## src/rtl/fir_sample_source.sv

```systemverilog
// Programmable impulse/step/ramp/PRBS burst generator driving the FIR sample input.
// Configuration is written through a 2-bit addressed byte port; a start pulse launches a burst.
module fir_sample_source #(
    parameter logic [7:0] LFSR_SEED = 8'hA5
) (
    input  logic       clk,
    input  logic       rst_n,
    input  logic       ena,
    input  logic [7:0] cfg_data,
    input  logic [1:0] cfg_addr,
    input  logic       cfg_wr,
    input  logic       start,
    output logic [7:0] sample_out,
    output logic       sample_strobe,
    output logic       busy,
    output logic       done
);

    localparam int unsigned DW = 8;
    localparam int unsigned MW = 2;

    typedef enum logic [1:0] {
        S_IDLE = 2'd0,
        S_RUN  = 2'd1,
        S_DONE = 2'd2
    } state_t;

    state_t          state_q, state_d;
    logic [MW-1:0]   mode_q, mode_d;
    logic [DW-1:0]   div_q, div_d;
    logic [DW-1:0]   len_q, len_d;
    logic [DW-1:0]   amp_q, amp_d;
    logic [MW-1:0]   run_mode_q, run_mode_d;
    logic [DW-1:0]   run_div_q, run_div_d;
    logic [DW-1:0]   run_len_q, run_len_d;
    logic [DW-1:0]   run_amp_q, run_amp_d;
    logic [DW-1:0]   cnt_q, cnt_d;
    logic [DW-1:0]   idx_q, idx_d;
    logic [DW-1:0]   lfsr_q, lfsr_d;
    logic [DW-1:0]   sample_d;
    logic            strobe_d, busy_d, done_d;
    logic [DW-1:0]   lfsr_next_c;
    logic [DW-1:0]   sample_val_c;

    // Fibonacci LFSR, x^8+x^6+x^5+x^4+1
    assign lfsr_next_c = {lfsr_q[6:0], lfsr_q[7] ^ lfsr_q[5] ^ lfsr_q[4] ^ lfsr_q[3]};

    always_comb begin
        sample_val_c = lfsr_q;
        case (run_mode_q)
            2'd0:    sample_val_c = (idx_q == '0) ? run_amp_q : '0;
            2'd1:    sample_val_c = run_amp_q;
            2'd2:    sample_val_c = DW'(run_amp_q + idx_q);
            default: sample_val_c = lfsr_q;
        endcase
    end

    // Next-state, configuration writes and registered output values
    always_comb begin
        state_d    = state_q;
        mode_d     = mode_q;
        div_d      = div_q;
        len_d      = len_q;
        amp_d      = amp_q;
        run_mode_d = run_mode_q;
        run_div_d  = run_div_q;
        run_len_d  = run_len_q;
        run_amp_d  = run_amp_q;
        cnt_d      = cnt_q;
        idx_d      = idx_q;
        lfsr_d     = lfsr_q;
        sample_d   = sample_out;
        strobe_d   = 1'b0;
        busy_d     = busy;
        done_d     = done;

        if (cfg_wr && !busy) begin
            case (cfg_addr)
                2'd0:    mode_d = cfg_data[MW-1:0];
                2'd1:    div_d  = cfg_data;
                2'd2:    len_d  = cfg_data;
                default: amp_d  = cfg_data;
            endcase
        end

        case (state_q)
            S_IDLE: begin
                if (start) begin
                    // Burst snapshots the pre-write register values
                    state_d    = S_RUN;
                    busy_d     = 1'b1;
                    done_d     = 1'b0;
                    idx_d      = '0;
                    cnt_d      = '0;
                    lfsr_d     = LFSR_SEED;
                    run_mode_d = mode_q;
                    run_div_d  = div_q;
                    run_len_d  = len_q;
                    run_amp_d  = amp_q;
                end
            end
            S_RUN: begin
                if (cnt_q == '0) begin
                    strobe_d = 1'b1;
                    sample_d = sample_val_c;
                    cnt_d    = run_div_q;
                    idx_d    = DW'(idx_q + 8'd1);
                    if (run_mode_q == 2'd3) begin
                        lfsr_d = lfsr_next_c;
                    end
                    // LEN of zero wraps to 255 here, giving 256 samples
                    if (idx_q == DW'(run_len_q - 8'd1)) begin
                        state_d = S_DONE;
                    end
                end else begin
                    cnt_d = DW'(cnt_q - 8'd1);
                end
            end
            S_DONE: begin
                state_d = S_IDLE;
                busy_d  = 1'b0;
                done_d  = 1'b1;
            end
            default: begin
                state_d = S_IDLE;
                busy_d  = 1'b0;
            end
        endcase
    end

    // State register; ena low freezes everything but the strobe
    always_ff @(posedge clk) begin
        if (!rst_n) begin
            state_q       <= S_IDLE;
            mode_q        <= '0;
            div_q         <= '0;
            len_q         <= 8'd16;
            amp_q         <= 8'h40;
            run_mode_q    <= '0;
            run_div_q     <= '0;
            run_len_q     <= 8'd16;
            run_amp_q     <= 8'h40;
            cnt_q         <= '0;
            idx_q         <= '0;
            lfsr_q        <= LFSR_SEED;
            sample_out    <= '0;
            sample_strobe <= 1'b0;
            busy          <= 1'b0;
            done          <= 1'b0;
        end else if (ena) begin
            state_q       <= state_d;
            mode_q        <= mode_d;
            div_q         <= div_d;
            len_q         <= len_d;
            amp_q         <= amp_d;
            run_mode_q    <= run_mode_d;
            run_div_q     <= run_div_d;
            run_len_q     <= run_len_d;
            run_amp_q     <= run_amp_d;
            cnt_q         <= cnt_d;
            idx_q         <= idx_d;
            lfsr_q        <= lfsr_d;
            sample_out    <= sample_d;
            sample_strobe <= strobe_d;
            busy          <= busy_d;
            done          <= done_d;
        end else begin
            sample_strobe <= 1'b0;
        end
    end

endmodule

```

## config.mk

```make
export PLATFORM = sky130hd
export DESIGN_NAME = fir_sample_source
export DESIGN_NICKNAME = d
export VERILOG_FILES = /design/src/rtl/fir_sample_source.sv
export SDC_FILE = /design/constraint.sdc
export NUM_CORES = 1
export LEC_CHECK = 0
export ABC_AREA = 0
export ABC_CLOCK_PERIOD_IN_PS = 5500
export BUFFER_PORTS_ARGS = -buffer_cell sky130_fd_sc_hd__buf_2
export CORE_MARGIN = 2
export CORE_UTILIZATION = 50
export CTS_BUF_LIST = sky130_fd_sc_hd__clkbuf_16
export DETAILED_ROUTE_END_ITERATION = 7
export GPL_TIMING_DRIVEN = 1
export PLACE_DENSITY = 0.68
export SLEW_MARGIN = 40
export SYNTH_ARGS = -nofsm -noshare
export SYNTH_HDL_FRONTEND = slang
export SYNTH_SLANG_ARGS = --single-unit
```

## constraint.sdc

```tcl
create_clock -name clk -period 5.5 [get_ports clk]
set_input_delay 0.275 -clock clk [delete_from_list [all_inputs] [get_ports clk]]
set_output_delay 0.275 -clock clk [all_outputs]
set_load 0.01 [all_outputs]
```

==> reports/metrics.yaml <==
fin_crit_ps: 2410
syn_area_um2: 4340
netlist_top_cells_area: "dfxtp_1 (41%), nand2_1 (7.2%), mux2i_1 (6.9%)"
post_cts_buffers: 0
p_leak_nw: 1.88
drv_slew: 0
io_pins: 26
vias_per_cell: 5.69
syn_avg_cell_area_um2: 8.25
synth_seq_cells: 89
grt_usage_pct: 22.3
cap_violations: 0
ys_warn_count: 0
vdd_drop_max_mv: 0.213
clk_latency_ps: 340
synth_edf_count: 0
cts_buffers: 9
drtIter0Drc: 170
crit_chain: "inv_1 > ha_1 > or3b_2 > nor3_4 > nor2_2 > or4_1 > a21oi_1"
hold_viol: 0
worstSetupPathType: "flip-flop to flip-flop"
synth_cell_types: 55
cp_max_fo: 9
startpoint_type: "flip-flop"
worst_setup_path_end_kind: "flip-flop"
fp-row-count: 33
yosys.area.top_type: "dfxtp_1"
grt_antenna_before_repair: 0
finalSetupViolCount: 0
cts_tree: "done"
vias: 3696
rsz0062_at_grt: "no"
core_um2: 8300
drive_gt1_share_pct: 10.3
power_density_nw_per_um2: 293
worst_slew_pin_slew_ps: 710
run_status: "finished clean"
ys.flop_type: "dfxtp_1"
relSlewSlack_pct: 52.7
synth_common_cells: "dfxtp_1 (89), nand2_1 (83), nor2_1 (57), a21oi_1 (56), mux2i_1 (30)"
ctsHoldBuffers: 0
critPathArrivalTime_ps: 2670
nFillCells: 769
nNetsFinal: 567
cts_resized: 0
critPathMaxStageDelay_ps: 580
overflow: 0
yosysTopAreaCellShare_pct: 41.0
wl_um: 10300
clock-root-buffer: "clkbuf_16"
cts_buffer_depth: 2
clkTransAtPathRegs_ps: 70
async_flop_share_pct: 0
syn_nets: 554
drtPass1Iterations: 4
diodes: 0
timing.final.crit_share_pct: 43.8
antenna_left: 0
first_global_vias: 3443
numPortBuffers: 25
dpl.hpwl_um: 7170
fmax_mhz: 415
die_h_um: 97.2
grt_pass1_wl_um: 17100
post_drt_wl_per_cell_um: 15.8
die_area_um2: 9440
finalWeightedCongestion: 0.911
crit_slowest_cell: "or3b_2"
drc: 0
hp-class: "input port to flip-flop"
clock_skew_ps: 5.92
cts.sinks: 89
netlist_instances: 526
worstPathRequired_ps: 5770
holdWs_ps: 228
start_util_pct: 52.3
setup_tns_ps: 0
fp.dieW_um: 97.2
cts_htree_levels: 3
synthToLayoutAreaGrowth_pct: 11.3
synth_seq_area_share_pct: 41.0
yosysMostFrequentCell: "dfxtp_1"
grt_max_degree: 73
==> layout by cell type, fill, tap and decap left out, drive strengths merged, types with 4 or more instances in the layout <==
cell type / instances
dfxtp: 89
a21oi: 56
o21ai: 26
ha: 12
nor2: 58
mux2i: 30
buf: 28
xnor2: 9
xor2: 12
clkbuf: 9
a211oi: 6
a21o: 4
inv: 14
a211o: 4
nor3b: 4
nor3: 13
nand2: 83
nand3: 17
or3: 6
nand4: 7
==> sequential cells by signal, indices dropped and copies added (netlist names) <==
name and count:
amp_q 8, cnt_q 8, div_q 8, idx_q 8, len_q 8, lfsr_q 8
run_amp_q 8, run_div_q 8, run_len_q 8, sample_out 8, mode_q 2, run_mode_q 2
state_q 2, busy 1, done 1, sample_strobe 1
==> cell families (layout without fill, tap and decap cells) <==
family / Yosys count / in the layout / synth area share, %
fa+ha+maj: 13 / 13 / 3.92
xor+xnor: 21 / 21 / 4.24
mux: 30 / 30 / 6.92
flops: 89 / 89 / 41.0
simple gates: 210 / 210 / 22.4
compound gates: 126 / 126 / 17.9
buf+inv: 37 / 55 / 3.60
==> stage by stage <==
step | instance area, um^2 | power (mW) | util (%) | std cells | setup slack, ps
final | 4830 | 1.42 | 58.2 | 649 | 3090
after global routing | 4830 | 1.47 | 58.2 | 649 | 2900
after CTS | 4830 | 1.43 | 58.2 | 649 | 3100
after detailed placement | 4510 | 0.763 | 54.3 | 633 | 3120
after global placement | 4500 | 0.761 | 54.3 | 633 | 3200
after floorplan | 4340 | 0.733 | - | 526 | 3290
==> critical path: cells and delay by family, from the launching register on <==
| kind | cells | cell delay, ps |
|---|---|---|
| AND/OR/NAND/NOR | 4 | 1520 |
| AO/OA/AOI/OAI | 1 | 120 |
| adder cells (fa/ha/maj) | 1 | 230 |
| buffers and inverters | 1 | 110 |
| flip-flops | 1 | 360 |
==> report_power, final <==
group	leakage, nW	switching [mW]	total (mW)	internal, mW
clock network	0.158	0.265	0.668	0.402
registers	0.720	0.00909	0.664	0.655
logic	1.00	0.0561	0.0843	0.0283
==> path summary, 6_finish.rpt <==
kind	start	endpoint	slack, ps	cells after the start
max reg2reg	cnt_q[0]	sample_out[7]	3090	7
min reg2reg	amp_q[1]	run_amp_q[1]	450	2
max	cnt_q[0]	sample_out[7]	3090	7
min	cfg_data[6]	amp_q[6]	230	3
==> routing by layer <==
| metal | global-route usage (%) | wire, um | vias to the layer above |
|---|---|---|---|
| met3 | 3.96 | 499 | 8 |
| li1 | - | - | 1886 |
| met1 | 30.7 | 4960 | 1721 |
| met2 | 35.7 | 4700 | 81 |
| met5 | 0 | 0 | - |
| met4 | 6.93 | 114 | 0 |
==> final cells by class <==
cell class | instances | area, um^2 | area share [%]
clock inverter | 7 | 98.8 | 2.05
inverter | 11 | 43.8 | 0.907
timing repair buffer | 28 | 148 | 3.06
clock buffer | 9 | 225 | 4.66
multi-input combinational | 400 | 2400 | 49.7
sequential | 89 | 1780 | 36.9
tap | 105 | 131 | 2.72
Power figures use the tool's default switching activity.
